$ cat config.mk
export PLATFORM = sky130hd
export DESIGN_NAME = seq_datapath_flat
export DESIGN_NICKNAME = d
export VERILOG_FILES = /design/src/rtl/seq_datapath_if.sv /design/src/rtl/seq_datapath.sv /design/src/flat_wrapper.sv
export SDC_FILE = /design/constraint.sdc
export NUM_CORES = 1
export LEC_CHECK = 0
export CAP_MARGIN = 20
export CORE_MARGIN = 1
export CORE_UTILIZATION = 50
export CTS_BUF_LIST = sky130_fd_sc_hd__clkbuf_4
export CTS_CLUSTER_DIAMETER = 60
export DETAILED_ROUTE_END_ITERATION = 7
export PLACE_DENSITY = 0.69
export SETUP_SLACK_MARGIN = 0.5
export SLEW_MARGIN = 20
export SYNTH_ARGS = -nofsm -noshare
export SYNTH_HDL_FRONTEND = slang
export SYNTH_SLANG_ARGS = --single-unit
$ cat constraint.sdc
create_clock -name clk -period 8.2 [get_ports clk]
set_input_delay 2.05 -clock clk [delete_from_list [all_inputs] [get_ports clk]]
set_output_delay 2.05 -clock clk [all_outputs]
set_load 0.005 [all_outputs]
$ cat src/rtl/seq_datapath_if.sv
// ---------------------------------------------------------------------------
// seq_datapath_if
//   Command/status bundle between a controller and seq_datapath.
//   master : the controller. It drives start, the command fields, mdata and pc.
//   slave  : the datapath. It drives ready, done, result, data_address, N, V, Z.
// Signals
//   start/ready/done      : command handshake and writeback pulse
//   rd, rn, rm            : destination / operand register indices (RW bits)
//   op, shift             : ALU operation and B-operand shift
//   zero_a, use_imm, imm  : ALU input overrides and immediate
//   wsel, wen             : writeback source select and enable
//   mdata, pc             : memory read data and program counter
//   result, data_address  : C and M registers
//   N, V, Z               : status register
// ---------------------------------------------------------------------------
interface seq_datapath_if #(
   parameter int WIDTH = 16,
   parameter int NREG  = 8,
   parameter int AW    = 9
);
   localparam int RW = $clog2(NREG);

   logic             start;
   logic             ready;
   logic             done;
   logic [RW-1:0]    rd;
   logic [RW-1:0]    rn;
   logic [RW-1:0]    rm;
   logic [1:0]       op;
   logic [1:0]       shift;
   logic             zero_a;
   logic             use_imm;
   logic [WIDTH-1:0] imm;
   logic [1:0]       wsel;
   logic             wen;
   logic [WIDTH-1:0] mdata;
   logic [AW-1:0]    pc;
   logic [WIDTH-1:0] result;
   logic [AW-1:0]    data_address;
   logic             N;
   logic             V;
   logic             Z;

   modport master (
      output start, rd, rn, rm, op, shift, zero_a, use_imm, imm, wsel, wen, mdata, pc,
      input  ready, done, result, data_address, N, V, Z
   );

   modport slave (
      input  start, rd, rn, rm, op, shift, zero_a, use_imm, imm, wsel, wen, mdata, pc,
      output ready, done, result, data_address, N, V, Z
   );
endinterface

$ cat src/rtl/seq_datapath.sv
// ---------------------------------------------------------------------------
// seq_datapath
//   Self-sequencing register-file datapath. Each accepted command runs
//   IDLE -> READ -> EXEC -> WB -> IDLE, one state per cycle:
//     READ : A/B operand registers load from the register file
//     EXEC : the ALU result loads into C and M, and the flags load into N/V/Z
//     WB   : optional register write from C, mdata, imm or pc. done is high.
// Ports
//   clk   : rising-edge clock
//   rst_n : asynchronous active-low reset
//   bus   : seq_datapath_if.slave (command, handshake and status signals)
// ---------------------------------------------------------------------------
module seq_datapath #(
   parameter int WIDTH = 16,
   parameter int NREG  = 8,
   parameter int AW    = 9
) (
   input  logic          clk,
   input  logic          rst_n,
   seq_datapath_if.slave bus
);
   localparam int RW = $clog2(NREG);

   typedef enum logic [1:0] {S_IDLE, S_READ, S_EXEC, S_WB} state_t;

   localparam logic [1:0] OP_ADD = 2'b00;
   localparam logic [1:0] OP_SUB = 2'b01;
   localparam logic [1:0] OP_AND = 2'b10;

   localparam logic [1:0] SH_LSL = 2'b01;
   localparam logic [1:0] SH_LSR = 2'b10;
   localparam logic [1:0] SH_ASR = 2'b11;

   localparam logic [1:0] WB_MDATA = 2'b01;
   localparam logic [1:0] WB_IMM   = 2'b10;
   localparam logic [1:0] WB_PC    = 2'b11;

   typedef struct packed {
      logic [RW-1:0]    rd;
      logic [RW-1:0]    rn;
      logic [RW-1:0]    rm;
      logic [1:0]       op;
      logic [1:0]       shift;
      logic             zero_a;
      logic             use_imm;
      logic [WIDTH-1:0] imm;
      logic [1:0]       wsel;
      logic             wen;
      logic [AW-1:0]    pc;
   } cmd_t;

   state_t           state;
   cmd_t             cmd;
   logic             ready_q;
   logic             done_q;
   logic [WIDTH-1:0] regs [NREG];
   logic [WIDTH-1:0] a_q;
   logic [WIDTH-1:0] b_q;
   logic [WIDTH-1:0] c_q;
   logic [AW-1:0]    m_q;
   logic             n_q;
   logic             v_q;
   logic             z_q;

   logic [WIDTH-1:0] b_shift;
   logic [WIDTH-1:0] ain;
   logic [WIDTH-1:0] bin;
   logic [WIDTH-1:0] alu;
   logic             alu_v;
   logic [WIDTH-1:0] pc_ext;
   logic [WIDTH-1:0] wb_data;

   // ALU and writeback mux. These act only on the captured command, so the
   // controller may change its inputs freely while a command is in flight.
   // NOTE: every signal gets a default first so no path through the case leaves it unassigned (no latch).
   always_comb begin
      b_shift = b_q;
      unique case (cmd.shift)
         SH_LSL:  b_shift = {b_q[WIDTH-2:0], 1'b0};
         SH_LSR:  b_shift = {1'b0, b_q[WIDTH-1:1]};
         SH_ASR:  b_shift = {b_q[WIDTH-1], b_q[WIDTH-1:1]};
         default: b_shift = b_q;
      endcase

      ain = cmd.zero_a  ? '0      : a_q;
      bin = cmd.use_imm ? cmd.imm : b_shift;

      alu   = ~bin;
      alu_v = 1'b0;
      unique case (cmd.op)
         OP_ADD: begin
            alu   = ain + bin;
            alu_v = (ain[WIDTH-1] == bin[WIDTH-1]) && (alu[WIDTH-1] != ain[WIDTH-1]);
         end
         OP_SUB: begin
            alu   = ain - bin;
            alu_v = (ain[WIDTH-1] != bin[WIDTH-1]) && (alu[WIDTH-1] != ain[WIDTH-1]);
         end
         OP_AND:  alu = ain & bin;
         default: alu = ~bin;
      endcase

      // Zero-extend pc without a replication count that would be zero when AW == WIDTH.
      pc_ext         = '0;
      pc_ext[AW-1:0] = cmd.pc;

      unique case (cmd.wsel)
         WB_MDATA: wb_data = bus.mdata;
         WB_IMM:   wb_data = cmd.imm;
         WB_PC:    wb_data = pc_ext;
         default:  wb_data = c_q;
      endcase
   end

   // Sequencer and all architectural state. ready/done are registered so that
   // they track state exactly: ready in IDLE only, and done in WB only.
   // NOTE: sequential state uses non-blocking assignments so every register samples pre-edge values.
   always_ff @(posedge clk or negedge rst_n) begin
      if (!rst_n) begin
         state   <= S_IDLE;
         ready_q <= 1'b1;
         done_q  <= 1'b0;
         cmd     <= '0;
         a_q     <= '0;
         b_q     <= '0;
         c_q     <= '0;
         m_q     <= '0;
         n_q     <= 1'b0;
         v_q     <= 1'b0;
         z_q     <= 1'b0;
         // NOTE: the register file is architecturally zero after reset, so it is reset like flops, not left as RAM.
         for (int i = 0; i < NREG; i++) regs[i] <= '0;
      end else begin
         unique case (state)
            S_IDLE: begin
               if (bus.start) begin
                  cmd <= '{rd: bus.rd, rn: bus.rn, rm: bus.rm, op: bus.op,
                           shift: bus.shift, zero_a: bus.zero_a,
                           use_imm: bus.use_imm, imm: bus.imm,
                           wsel: bus.wsel, wen: bus.wen, pc: bus.pc};
                  ready_q <= 1'b0;
                  state   <= S_READ;
               end
            end
            S_READ: begin
               // Operands are read before writeback, so rd aliasing rn/rm sees old values.
               a_q   <= regs[cmd.rn];
               b_q   <= regs[cmd.rm];
               state <= S_EXEC;
            end
            S_EXEC: begin
               c_q    <= alu;
               m_q    <= alu[AW-1:0];
               n_q    <= alu[WIDTH-1];
               v_q    <= alu_v;
               z_q    <= (alu == '0);
               done_q <= 1'b1;
               state  <= S_WB;
            end
            S_WB: begin
               if (cmd.wen) regs[cmd.rd] <= wb_data;
               done_q  <= 1'b0;
               ready_q <= 1'b1;
               state   <= S_IDLE;
            end
            default: begin
               done_q  <= 1'b0;
               ready_q <= 1'b1;
               state   <= S_IDLE;
            end
         endcase
      end
   end

   assign bus.ready        = ready_q;
   assign bus.done         = done_q;
   assign bus.result       = c_q;
   assign bus.data_address = m_q;
   assign bus.N            = n_q;
   assign bus.V            = v_q;
   assign bus.Z            = z_q;
endmodule

$ cat src/flat_wrapper.sv
// flat-port wrapper written by rule: the top's interface ports become plain ports
module seq_datapath_flat 
#(
   parameter int WIDTH = 16,
   parameter int NREG  = 8,
   parameter int AW    = 9
)
  (clk, rst_n, bus_start, bus_rd, bus_rn, bus_rm, bus_op, bus_shift, bus_zero_a, bus_use_imm, bus_imm, bus_wsel, bus_wen, bus_mdata, bus_pc, bus_ready, bus_done, bus_result, bus_data_address, bus_N, bus_V, bus_Z);
  seq_datapath_if #(.WIDTH(WIDTH), .NREG(NREG), .AW(AW)) bus_i ();
  input  logic clk;
  input  logic rst_n;
  input wire logic [$bits(bus_i.start)-1:0] bus_start;
  input wire logic [$bits(bus_i.rd)-1:0] bus_rd;
  input wire logic [$bits(bus_i.rn)-1:0] bus_rn;
  input wire logic [$bits(bus_i.rm)-1:0] bus_rm;
  input wire logic [$bits(bus_i.op)-1:0] bus_op;
  input wire logic [$bits(bus_i.shift)-1:0] bus_shift;
  input wire logic [$bits(bus_i.zero_a)-1:0] bus_zero_a;
  input wire logic [$bits(bus_i.use_imm)-1:0] bus_use_imm;
  input wire logic [$bits(bus_i.imm)-1:0] bus_imm;
  input wire logic [$bits(bus_i.wsel)-1:0] bus_wsel;
  input wire logic [$bits(bus_i.wen)-1:0] bus_wen;
  input wire logic [$bits(bus_i.mdata)-1:0] bus_mdata;
  input wire logic [$bits(bus_i.pc)-1:0] bus_pc;
  output wire logic [$bits(bus_i.ready)-1:0] bus_ready;
  output wire logic [$bits(bus_i.done)-1:0] bus_done;
  output wire logic [$bits(bus_i.result)-1:0] bus_result;
  output wire logic [$bits(bus_i.data_address)-1:0] bus_data_address;
  output wire logic [$bits(bus_i.N)-1:0] bus_N;
  output wire logic [$bits(bus_i.V)-1:0] bus_V;
  output wire logic [$bits(bus_i.Z)-1:0] bus_Z;
  assign bus_i.start = bus_start;
  assign bus_i.rd = bus_rd;
  assign bus_i.rn = bus_rn;
  assign bus_i.rm = bus_rm;
  assign bus_i.op = bus_op;
  assign bus_i.shift = bus_shift;
  assign bus_i.zero_a = bus_zero_a;
  assign bus_i.use_imm = bus_use_imm;
  assign bus_i.imm = bus_imm;
  assign bus_i.wsel = bus_wsel;
  assign bus_i.wen = bus_wen;
  assign bus_i.mdata = bus_mdata;
  assign bus_i.pc = bus_pc;
  assign bus_ready = bus_i.ready;
  assign bus_done = bus_i.done;
  assign bus_result = bus_i.result;
  assign bus_data_address = bus_i.data_address;
  assign bus_N = bus_i.N;
  assign bus_V = bus_i.V;
  assign bus_Z = bus_i.Z;
  seq_datapath #(.WIDTH(WIDTH), .NREG(NREG), .AW(AW)) u_core (.clk(clk), .rst_n(rst_n), .bus(bus_i));
endmodule
## After elaboration in Yosys (flattened, before gate mapping)

Cells that the tools add are included.

- Bits of input ports: 62
- Flip-flop bits (word level): 235
- Logic and storage cells: 87

- Mux-type cells: 20
- Reduce and logical (&&, ||, !) cells: 11
- Magnitude comparators: 4
- Bitwise gates (word level): 5
- Add/sub/neg operators: 2
- Equality and inequality tests: 16

Operators by type and width:

| cell | count |
|---|---|
| case mux 16 bit (3 select lines) | 3 |
| bitwise mux 128 bit | 1 |
| 2-to-1 mux 16 bit | 7 |
| binary-select mux 16 bit (select 3 bit) | 2 |
| demux 16 bit (select 3 bit) | 1 |
| adder 16 bit | 1 |
| bitwise AND 16 bit | 1 |
| zero test 16 bit | 1 |
| inverter 16 bit | 1 |
| subtractor 16 bit | 1 |
| == test 2 bit, second input constant | 7 |
| >= comparator 4 bit, second input constant | 3 |
| inverter 3 -> 4 bit | 3 |
| == test 2 x 1 -> 1 bit, second input constant | 4 |
| case mux 2 bit (4 select lines) | 1 |
| case mux 1 bit (2 select lines) | 3 |
| AND reduction 2 bit | 3 |
| zero test 2 bit | 2 |
| < comparator 4 x 1 -> 1 bit, second input constant | 1 |
| nonzero test 2 bit | 2 |
| logical AND 1 bit | 3 |
| != test 1 bit | 3 |
| 2-to-1 mux 2 bit | 1 |
| != test 2 bit, second input constant | 1 |
| other kinds (2) | 2 |

## Logic depth before layout (Yosys ltp)

Gate-level depths: netlist (run 1).

- Word-level depth: 7
- Gate-level depth with buffers: 18
- Mapped depth without buffers: 16

## Worst setup path before layout (run 1)

No wires, ideal clock.

- Path kind: register -> register
- From: register u_core.cmd[30] (netlist name)
- To: register u_core.z_q (netlist: u_core.bus.Z)
- Path slack: 4.506 ns
- Library setup time: 0.083 ns
- Path buffers: 3
- Data arrival time: 3.612 ns
- Cell stages (with the launch flop): 19
- Data required time: 8.117 ns
- Cell sequence: dfrtp_1 > buf_2 > buf_2 > mux2_2 > nand2_1 > a21oi_1 > a21oi_1 > inv_1 > ha_1 > clkbuf_1 > nor4_1 > o21ai_0 > o22ai_1 > nor2_1 > a221oi_1 > xnor2_1 > a2111oi_4 > nand4b_1 > o22ai_1

- Word-level cells in the longest chain between the ends: 6
- Elaborated cells between the ends (all ways): 11

Ends and longest elaborated chain:

| element | line | text |
|---|---|---|
| start, declared | seq_datapath.sv:53 | `cmd_t cmd;` |
| start signal, assigned | seq_datapath.sv:137 | `cmd <= '{rd: bus.rd, rn: bus.rn, rm: bus.rm, op: bus.op,` |
| == test 2 bit or == test 2 x 1 -> 1 bit (tied branches) | seq_datapath.sv:78 | `unique case (cmd.shift)` |
| case mux 16 bit (3 select lines) (*) | seq_datapath.sv:78 |  |
| 2-to-1 mux 16 bit (*) | seq_datapath.sv:86 | `bin = cmd.use_imm ? cmd.imm : b_shift;` |
| subtractor 16 bit (tied with other cells) | seq_datapath.sv:96 | `alu = ain - bin;` |
| case mux 16 bit (3 select lines) (*) | seq_datapath.sv:90 | `unique case (cmd.op)` |
| zero test 16 bit (*) | seq_datapath.sv:156 | `z_q <= (alu == '0);` |
| end signal, assigned | seq_datapath.sv:156 |  |
| end, declared | seq_datapath.sv:63 | `logic z_q;` |

Mark *: on every way between the ends. The rest lies on a longest branch, timed or not.
A chain may end at the register's enable or synchronous reset.

## Worst setup path in the final report (run 1)

Ends and elaborated chain as after synthesis.

==> results.ini, run 1 <==
[outcome]
status = finished clean

[layout]
syn_to_final_growth_pct = 13.8
fin_nets = 1346
fin_util = 0.587
drive_above_1_share = 0.266
final_cells = 1614

[setup_path]
worst-path-max-fanout = 18
crit_type = reg -> reg
cp_slowest_cell = dfrtp_1
path_cells = mux2i_1 -> o21ai_0 -> mux2i_1 -> inv_1 -> ha_1 -> a21oi_1 -> inv_1 -> a2111oi_1 -> nor3_1 -> a221oi_1 -> mux2_2 -> nor2_1 -> nand4b_1 -> o22ai_1
end_kind = flop
path_delay_family = compound AO/OA/AOI/OAI gates
required_ns = 8.80
cp.arrival_ns = 5.08
cp_num_buf_inv = 2
cpPeakStageDelay_ns = 0.86
startpoint_type = flop

[place]
place.gp.congestion = 0.904
port_buffers = 91
post-place-ws_ns = 3.77
dp.cells = 1518
place_hpwl_um = 22400

[global_route]
grt_overflow_total = 0
grt_usage = 0.259
grt.busiest_layer = met2
grt_pass1_wl_um = 53200
met3_usage = 0.0424
grt_use_met2 = 0.424
grt_pass1_vias = 9809
antenna_found_initial = 1
grtUsageMet1 = 0.346
grt_max_degree = 91

[timing]
period_minus_slack_ns = 4.48
tns_ns = 0
min_period_over_period = 0.546
setup_ws_ns = 3.72
finalSetupViolCount = 0
finClkSkew_ns = 0.0322
timing.slew.headroom = 0.337
worst_slew_pin_slew_ns = 0.995
fmax_mhz = 223
grt_setup_unrepaired = no
whs_ns = 0.500
finalHoldViolCount = 0
drv_slew = 0

[logic_synthesis]
synth_async_sr_flop_share = 1.00
ys_seq_area_frac = 0.429
ys_ff_latch = 225
synth_cells = 1172
synth_cell_types = 70
synth_area_um2 = 13100
synth_edf_count = 0
syn_nets = 1271
synth_top_flop_cell = dfrtp_1
avgSynthCellArea_um2 = 11.2
yosys_warnings = 0

[power_and_ir_drop]
p_leak_uw = 0.00639
switching_share = 0.437
p_int_uw = 4140
comb_power_share = 0.576
power.density_nw_per_um2 = 491
power_frac_seq = 0.298
p_switching_uw = 3210
clockPowerShare = 0.126
vdd_ir_drop_max_uv = 263

[clock_network]
htree_num_levels = 2
cts.repair.resized = 0
cts.sinks = 225
cts_tree = built
numCtsBuffers = 56
clk_path_buf_depth = 3
clk_pin_slew_ns = 0.07
postCtsHoldBufs = 0
clockRootBuffer = clkbuf_4
clock_latency_ns = 0.69
post_cts_buffers = 0

[floorplan]
rows = 58
die_x_um = 164
die_h_um = 164
start_util = 0.515
io_pins = 92
dieArea_um2 = 26900
core_um2 = 25500

[worst_hold_path]
hold_path.class = reg -> reg

[routing]
ant_nets = 0
num_vias = 9492
viasPerCell = 5.88
wl_um = 32900
drt_iter0_markers = 530
drc = 0
dr.pass1.iters = 4
wl_per_cell_um = 20.4

[flow_run]
cap_viol_max_count = 0

[power groups by stage]
stage	logic, µW	clock network, µW	registers, µW
floorplan	3360	0	1880
global placement	4150	0	2170
detailed placement	4190	0	2200
CTS	4210	961	2180
global route	4650	1020	2270
finish	4230	928	2190
[metrics by stage]
stage | total power [µW] | cell area [µm²]
after floorplan | 5240 | 13100
after global placement | 6330 | 14200
after detailed placement | 6390 | 14200
after CTS | 7350 | 14900
after global routing | 7950 | 14900
final | 7340 | 14900
[registers in the layout (all words and copies together) (netlist names)]
register and flops:
u_core.state 2, u_core.bus.Z 1, u_core.b_q 16, u_core.bus.result 8, u_core.a_q 16, u_core.bus.V 1, u_core.bus.ready 1, u_core.bus.done 1
u_core.cmd 43, u_core.bus.data_address 8, u_core.regs 128
[logic make-up (layout without fill, tap and decap cells)]
kind of cell,after synthesis,count (layout),share of synthesized area
and+or+nand+nor,269,269,0.0926
buffers and inverters,132,243,0.0411
muxes,268,268,0.287
DFF,225,225,0.429
other,0,1,0
adders and majority gates,37,37,0.0364
AOI/OAI and AO/OA,229,229,0.106
xor gates and xnor gates,12,12,0.00801
[synthesized netlist by cell type (3+ instances only)]
cell type	n	area share
dfrtp_1	224	0.43
nor2_1	139	0.040
mux2_2	131	0.11
a21oi_1	124	0.047
mux4_2	74	0.13
clkbuf_1	64	0.018
mux2i_1	63	0.048
nand2_1	50	0.014
o21ai_0	41	0.016
inv_1	40	0.011
ha_1	35	0.033
nor2b_1	28	0.013
nand2b_1	12	0.0057
buf_1	11	0.0031
buf_4	10	0.0057
xnor2_1	10	0.0067
a221oi_1	7	0.0047
nor3_1	6	0.0023
o211ai_1	6	0.0034
or3_1	6	0.0029
buf_2	5	0.0019
nand3_1	5	0.0019
a21o_1	4	0.0023
nor4_1	4	0.0019
o22ai_1	4	0.0019
a211oi_1	3	0.0017
a2bb2oi_1	3	0.0020
a31oi_1	3	0.0014
and3_1	3	0.0014
nand3b_1	3	0.0017
o31a_1	3	0.0020
[metal layers]
metal	wire length (µm)	vias up	part of all wire
met2	15900	258	0.48
met1	14400	4731	0.44
met3	1640	78	0.050
li1	-	4425	-
met4	971	0	0.030
met5	0	-	0
[worst min-delay path, delay by kind of cell (launching register included)]
kind,cells,cell delay (ns)
simple gates,2,0.11
flops,1,0.35
[area by class of cell]
type | count | area (µm²)
fill | 2128 | 10500
clock inverter | 5 | 28.8
timing repair buffer | 107 | 1040
inverter | 42 | 158
sequential | 225 | 5640
antenna | 1 | 2.50
tap | 330 | 413
multi-input combinational | 815 | 6990
clock buffer | 89 | 668
[cells in the final DEF (no fill, tap or decap), drive strengths merged, types with 4 or more instances in the layout]
cell type      Yosys  final
ha                35     35
o22ai              4      4
xnor2             10     10
a211oi             4      4
nor2             139    139
a21oi            124    124
a21o               5      5
inv               41     43
nor2b             28     28
clkbuf            64     89
nand3              5      5
nor4               4      4
mux2             131    131
nor3               6      6
nand2b            12     12
dfrtp            224    224
or3                6      6
o211ai             6      6
nand2             50     50
o21ai             41     41
mux4              74     74
clkdlybuf4s50      0     90
buf               26     17
a221oi             7      7
mux2i             63     63
[final timing paths]
| path | start | slack, ns | cells past startpoint | endpoint |
|---|---|---|---|---|
| hold reg to reg | u_core.bus.done$_DFFE_PN0P_ | 0.50 | 2 | u_core.bus.done$_DFFE_PN0P_ |
| max in group asynchronous | rst_n | 5.31 | 2 | u_core.b_q[6]$_DFFE_PN0N_ |
| setup reg to reg | u_core.cmd[30]$_DFFE_PN0P_ | 3.72 | 14 | u_core.bus.Z$_DFFE_PN0P_ |
| min in group asynchronous | rst_n | 1.34 | 1 | u_core.regs[124]$_DFFE_PN0P_ |
| setup / recovery | u_core.cmd[30]$_DFFE_PN0P_ | 3.72 | 14 | u_core.bus.Z$_DFFE_PN0P_ |
| hold / removal | u_core.bus.done$_DFFE_PN0P_ | 0.50 | 2 | u_core.bus.done$_DFFE_PN0P_ |
No activity file was read; power rests on OpenSTA's default activity.
==> run 2, diff against run 1 <==
- clock period: 8.2 -> 4.2 ns (I/O delays scaled with it)
==> run 2 against run 1 <==
Effect of this change:
- clock power is 110% higher
- critical path depth stayed put
- sequential share of layout area down 1.2 points
- core utilization grew 1.9 points
- die area unchanged
- worst hold slack got worse by 0.14 ns
- critical path type unchanged
- highest routed layer unchanged
==> results.ini, run 2 (same netlist as run 1, synthesis figures left out) <==
[clock_network]
postCtsHoldBufs = 0  ; unchanged
clk_pin_slew_ns = 0.07  ; about the same
htree_num_levels = 2  ; unchanged
cts.sinks = 225  ; unchanged
clk_path_buf_depth = 3  ; unchanged
cts_tree = built  ; unchanged
clockRootBuffer = clkbuf_4  ; unchanged
numCtsBuffers = 60  ; was 56
clock_latency_ns = 0.69  ; about the same

[setup_path]
crit_path_frequent_cell = nor4_2
worstReg2RegStart = u_core.cmd[31]$_DFFE_PN0P_  ; was u_core.cmd[30]$_DFFE_PN0P_
crit_type = reg -> reg  ; unchanged
cp_num_buf_inv = 1  ; was 2
cp-startpoint = u_core.cmd[31]$_DFFE_PN0P_  ; was u_core.cmd[30]$_DFFE_PN0P_
cpPeakStageDelay_ns = 0.52  ; was 0.86 ns
startpoint_type = flop  ; unchanged
path_delay_family = simple AND/OR/NAND/NOR gates  ; was compound AO/OA/AOI/OAI gates
path_cells = or3b_2 -> a2bb2oi_4 -> ha_1 -> inv_1 -> fa_1 -> and2b_1 -> o211ai_1 -> nand3_1 -> nor2_1 -> nor4_2 -> a2111o_1 -> nor4_2 -> nand4b_1 -> o22ai_1  ; was mux2i_1 -> o21ai_0 -> mux2i_1 -> inv_1 -> ha_1 -> a21oi_1 -> inv_1 -> a2111oi_1 -> nor3_1 -> a221oi_1 -> mux2_2 -> nor2_1 -> nand4b_1 -> o22ai_1
end_kind = flop  ; unchanged
r2r_slack_ns = 0.49  ; was 3.72 ns
required_ns = 4.81  ; was 8.80 ns
cp_slowest_cell = or3b_2  ; was dfrtp_1
worst-path-max-fanout = 7  ; was 18
cp.arrival_ns = 4.33  ; was 5.08 ns

[power_and_ir_drop]
power.density_nw_per_um2 = 988  ; was 491 nW/µm²
comb_power_share = 0.595  ; was 0.576
power_frac_seq = 0.280  ; was 0.298
clockPowerShare = 0.125  ; was 0.126
p_int_uw = 8590  ; was 4140 µW
p_leak_uw = 0.00658  ; was 0.00639 µW
p_switching_uw = 6630  ; was 3210 µW
switching_share = 0.436  ; was 0.437
vdd_ir_drop_max_uv = 535  ; was 263 µV

[timing]
fmax_mhz = 269  ; was 223 MHz
finClkSkew_ns = 0.0148  ; was 0.0322 ns
timing.slew.headroom = 0.260  ; was 0.337
min_period_over_period = 0.884  ; was 0.546
grt_setup_unrepaired = yes  ; was no
drv_slew = 0  ; unchanged
whs_ns = 0.365  ; was 0.500 ns
worst_slew_pin_slew_ns = 1.11  ; was 0.995 ns
finalSetupViolCount = 0  ; unchanged
period_minus_slack_ns = 3.71  ; was 4.48 ns
tns_ns = 0  ; unchanged
finalHoldViolCount = 0  ; unchanged

[layout]
seqCellArea_um2 = 5640  ; about the same
n_fill_cell = 2066  ; was 2128
largest_reg_flops = 128  ; unchanged
mostFrequentLayoutCells = 217 x dfrtp_1, 131 x mux2_2, 131 x nor2_1  ; was 218 x dfrtp_1, 133 x nor2_1, 131 x mux2_2
drive_above_1_share = 0.304  ; was 0.266
regMostFlops = u_core.regs  ; unchanged
syn_to_final_growth_pct = 17.4  ; was 13.8%
fin_nets = 1373  ; was 1346
final_common_cell = dfrtp_1  ; unchanged
largest_registers = u_core.regs: 128 flops, u_core.cmd: 43 flops  ; unchanged
multiInputGateArea_um2 = 7210  ; was 6990 µm²

[floorplan]
rows = 58  ; unchanged
dieArea_um2 = 26900  ; unchanged
die_x_um = 164  ; unchanged
start_util = 0.515  ; unchanged
io_pins = 92  ; unchanged
die_h_um = 164  ; unchanged
core_um2 = 25500  ; unchanged

[outcome]
status = finished clean  ; unchanged

[global_route]
grt_max_degree = 89  ; was 91
grt_pass1_vias = 9845  ; was 9809
grt_usage = 0.258  ; was 0.259
grt_overflow_total = 0  ; unchanged
antenna_found_initial = 1  ; unchanged
grt_pass1_wl_um = 52800  ; was 53200 µm

[place]
place_hpwl_um = 23300  ; was 22400 µm
place.gp.congestion = 0.918  ; was 0.904
port_buffers = 91  ; unchanged

[routing]
wl_per_cell_um = 20.4  ; about the same
dr.pass1.iters = 5  ; was 4
drt_iter0_markers = 588  ; was 530
drc = 0  ; unchanged
num_vias = 9743  ; was 9492
ant_nets = 0  ; unchanged
wl_um = 33500  ; was 32900 µm
viasPerCell = 5.92  ; was 5.88

[flow_run]
cap_viol_max_count = 0  ; unchanged

[worst_hold_path]
hold_path.class = in -> async  ; was reg -> reg

[run 2: cell types whose count changed in the layout (fill, tap and decap cells not counted), moves of 5 or more]
cell,change
buf_4,+18
a21oi_1,-6
ha_1,-7
clkinv_1,+9
ha_2,+6
a21oi_2,+5
[run 2: timing repair]
| action | in CTS | in global routing |
|---|---|---|
| pin swaps | 1 | 21 |
| gates resized for setup | 8 | 44 |
| setup buffers | 1 | 6 |
| setup endpoints to repair | 6 | 9 |
[run 2: final cells by class]
cell class / instances / area share
Sequential cell: 225 / 0.366
Multi-Input combinational cell: 815 / 0.467
Timing Repair Buffer: 130 / 0.0809
Antenna cell: 2 / 0.000325
Inverter: 42 / 0.0102
Clock inverter: 13 / 0.00527
Clock buffer: 89 / 0.0433
Tap cell: 330 / 0.0268
[run 2: metal layers]
layer / GRT usage / up-vias / part of all wire
met2: 0.435 / 274 / 0.50
met5: 0 / - / 0
li1: - / 4484 / -
met3: 0.0444 / 47 / 0.059
met1: 0.343 / 4938 / 0.42
met4: 0.0724 / 0 / 0.016
[run 2: power by group through the flow]
stage	registers, µW	clock network, µW	logic [µW]
floorplan	3670	0	6560
global placement	4220	0	8270
detailed placement	4280	0	8350
CTS	4240	1960	8490
global route	4420	2080	9890
finish	4270	1910	9050
[run 2: path summary, 6_finish.rpt]
| path | end | cells after the start |
|---|---|---|
| max reg2reg | u_core.bus.Z$_DFFE_PN0P_ | 14 |
| max | u_core.bus.Z$_DFFE_PN0P_ | 14 |
| min in group clk | u_core.regs[111]$_DFFE_PN0P_ | 2 |
| max in group asynchronous | u_core.bus.data_address[4]$_DFFE_PN0P_ | 2 |
| min | u_core.regs[23]$_DFFE_PN0P_ | 1 |
| min reg2reg | u_core.regs[111]$_DFFE_PN0P_ | 2 |
[run 2: per-stage QoR]
| stage | area (µm²) | total power [µW] | setup WS [ns] | instances | util |
|---|---|---|---|---|---|
| after CTS | 15100 | 14700 | 0.443 | 1636 | 0.594 |
| after floorplan | 13100 | 10200 | 0.506 | 1172 | - |
| final | 15400 | 15200 | 0.487 | 1646 | 0.605 |
| after global placement | 14300 | 12500 | 0.369 | 1533 | 0.563 |
| after detailed placement | 14300 | 12600 | 0.225 | 1533 | 0.563 |
| after global routing | 15400 | 16400 | 0.302 | 1645 | 0.605 |
==> run 3, diff against run 2 <==
- SLEW_MARGIN: 20 -> unset
- clock period: 4.2 -> 3.65 ns (I/O delays scaled with it)
==> run 3 against run 2 <==
Effect of this change:
- the flow now finishes with violations (negative setup slack)
- core utilization increased by 3.5 points
- via count increased by 2.7%
- design area increased by 5.8%
- largest cell class unchanged
- worst hold slack got worse by 0.16 ns
- global-route usage increased by 0.55 points
- fmax increased by 1.5%
==> results.ini, run 3 (same netlist as run 1, synthesis figures left out) <==
[layout]
fin_nets = 1435  ; was 1373
fin_util = 0.640  ; was 0.605
largest_registers = u_core.regs: 128 flops, u_core.cmd: 43 flops  ; unchanged
mostFrequentLayoutCells = 217 x dfrtp_1, 127 x mux2_2, 127 x nor2_1  ; was 217 x dfrtp_1, 131 x mux2_2, 131 x nor2_1
n_fill_cell = 1939  ; was 2066
drive_above_1_share = 0.367  ; was 0.304
final_common_cell = dfrtp_1  ; unchanged
regMostFlops = u_core.regs  ; unchanged
largest_reg_flops = 128  ; unchanged
syn_to_final_growth_pct = 24.2  ; was 17.4%

[timing]
setup_ws_ns = -0.00640  ; was 0.487 ns
timing.slew.headroom = 0.233  ; was 0.260
tns_ns = -0.00640  ; was 0 ns
whs_ns = 0.203  ; was 0.365 ns
finalHoldViolCount = 0  ; unchanged
drv_slew = 0  ; unchanged
finClkSkew_ns = 0.0267  ; was 0.0148 ns
worst_slew_pin_slew_ns = 1.15  ; was 1.11 ns
min_period_over_period = 1.00  ; was 0.884
finalSetupViolCount = 1  ; was 0
period_minus_slack_ns = 3.66  ; was 3.71 ns
grt_setup_unrepaired = yes  ; unchanged
fmax_mhz = 273  ; was 269 MHz

[place]
port_buffers = 91  ; unchanged
place.gp.congestion = 0.983  ; was 0.918
place_hpwl_um = 23500  ; was 23300 µm
post-place-ws_ns = -0.313  ; was 0.225 ns

[setup_path]
cp_num_buf_inv = 1  ; unchanged
cpPeakStageDelay_ns = 0.46  ; was 0.52 ns
end_kind = flop  ; unchanged
crit_type = reg -> reg  ; unchanged
cp-startpoint = u_core.cmd[30]$_DFFE_PN0P_  ; was u_core.cmd[31]$_DFFE_PN0P_
worstReg2RegStart = u_core.cmd[30]$_DFFE_PN0P_  ; was u_core.cmd[31]$_DFFE_PN0P_
required_ns = 4.27  ; was 4.81 ns
reg2reg_depth = 13  ; was 14
path_cells = mux2i_1 -> a221o_1 -> inv_2 -> ha_4 -> or2_1 -> a211o_1 -> o311a_1 -> o311a_1 -> or3_1 -> a31o_1 -> a2111oi_4 -> nand4b_1 -> o22ai_1  ; was or3b_2 -> a2bb2oi_4 -> ha_1 -> inv_1 -> fa_1 -> and2b_1 -> o211ai_1 -> nand3_1 -> nor2_1 -> nor4_2 -> a2111o_1 -> nor4_2 -> nand4b_1 -> o22ai_1
cp_slowest_cell = dfrtp_2  ; was or3b_2
setup.worst_path.end = u_core.bus.Z$_DFFE_PN0P_  ; unchanged
startpoint_type = flop  ; unchanged
cp.arrival_ns = 4.27  ; was 4.33 ns
reg2reg_to = u_core.bus.Z$_DFFE_PN0P_  ; unchanged
crit_path_frequent_cell = o311a_1  ; was nor4_2
path_delay_family = compound AO/OA/AOI/OAI gates  ; was simple AND/OR/NAND/NOR gates
r2r_slack_ns = -0.006  ; was 0.49 ns
path_depth = 13  ; was 14
worst-path-max-fanout = 5  ; was 7

[floorplan]
die_h_um = 164  ; unchanged
core_um2 = 25500  ; unchanged
rows = 58  ; unchanged
dieArea_um2 = 26900  ; unchanged
die_x_um = 164  ; unchanged
start_util = 0.515  ; unchanged
io_pins = 92  ; unchanged

[routing]
viasPerCell = 5.86  ; was 5.92
dr.pass1.iters = 5  ; unchanged
num_vias = 10000  ; was 9743
wl_per_cell_um = 20.1  ; was 20.4 µm
ant_nets = 0  ; unchanged
wl_um = 34300  ; was 33500 µm
drt_iter0_markers = 627  ; was 588
drc = 0  ; unchanged

[global_route]
grt_pass1_vias = 10100  ; was 9845
met3_usage = 0.0470  ; was 0.0444
grt.busiest_layer = met2  ; unchanged
antenna_found_initial = 2  ; was 1
grt_max_degree = 86  ; was 89
grt_usage = 0.264  ; was 0.258
grt_use_met2 = 0.437  ; was 0.435
grt_overflow_total = 0  ; unchanged
grt_pass1_wl_um = 54000  ; was 52800 µm
grtUsageMet1 = 0.351  ; was 0.343

[clock_network]
cts.sinks = 225  ; unchanged
clockRootBuffer = clkbuf_4  ; unchanged
numCtsBuffers = 58  ; was 60
clk_pin_slew_ns = 0.07  ; about the same
clock_latency_ns = 0.70  ; was 0.69 ns
cts_tree = built  ; unchanged
htree_num_levels = 2  ; unchanged
clk_path_buf_depth = 3  ; unchanged

[outcome]
status = finished with violations  ; was finished clean
violations = negative setup slack

[flow_run]
cap_viol_max_count = 0  ; unchanged

[worst_hold_path]
hold_path.class = in -> async  ; unchanged

-- run 3: how the worst min path moves through the flow --
stage                     cells after the start  slack (ns)                      endpoint
after detailed placement                      2        0.49   u_core.bus.done$_DFFE_PN0P_
after floorplan                               2        0.46  u_core.regs[105]$_DFFE_PN0P_
after global placement                        2        0.48  u_core.regs[106]$_DFFE_PN0P_
after CTS                                     1        0.18   u_core.regs[14]$_DFFE_PN0P_
final                                         1        0.20  u_core.regs[108]$_DFFE_PN0P_
after global routing                          1        0.21  u_core.regs[108]$_DFFE_PN0P_
-- run 3: worst reg2reg max path: cells and delay by family (launching register included) --
kind	cells	cell delay, ns
muxes	1	0.14
buffers and inverters	1	0.09
DFF	1	0.46
AOI/OAI and AO/OA	7	1.98
adders and majority gates	1	0.21
and+or+nand+nor	3	0.74
-- run 3: routing by layer --
metal | vias up | wire (µm)
li1 | 4614 | -
met3 | 67 | 2260
met4 | 0 | 809
met2 | 320 | 16900
met1 | 5002 | 14300
met5 | - | 0
-- run 3: area by class of cell --
class | instances | area, µm² | area share
clock buffer | 78 | 586 | 0.0359
timing repair buffer | 194 | 1800 | 0.110
tap | 330 | 413 | 0.0253
clock inverter | 21 | 96.3 | 0.00591
multi-input combinational | 815 | 7620 | 0.467
inverter | 42 | 158 | 0.00967
antenna | 1 | 2.50 | 0.000153
sequential | 225 | 5640 | 0.346
-- run 3: per-stage QoR --
step	area, µm²	std cells
2_1_floorplan	13200	1172
3_3_place_gp	14700	1569
3_5_place_dp	14700	1569
4_1_cts	15800	1686
5_1_grt	16300	1706
6_report	16300	1706
-- run 3: timing repair --
action | 4_1_cts | 5_1_grt
endpoints found under the setup margin | 12 | 14
gates resized for setup | 53 | 83
buffers inserted | 18 | 18
pin swaps | 19 | 43
hold buffers | 0 | 0
Power of run 3 is not shown: default switching activity piles up to over one toggle a cycle in this logic, so the estimate is an artifact.
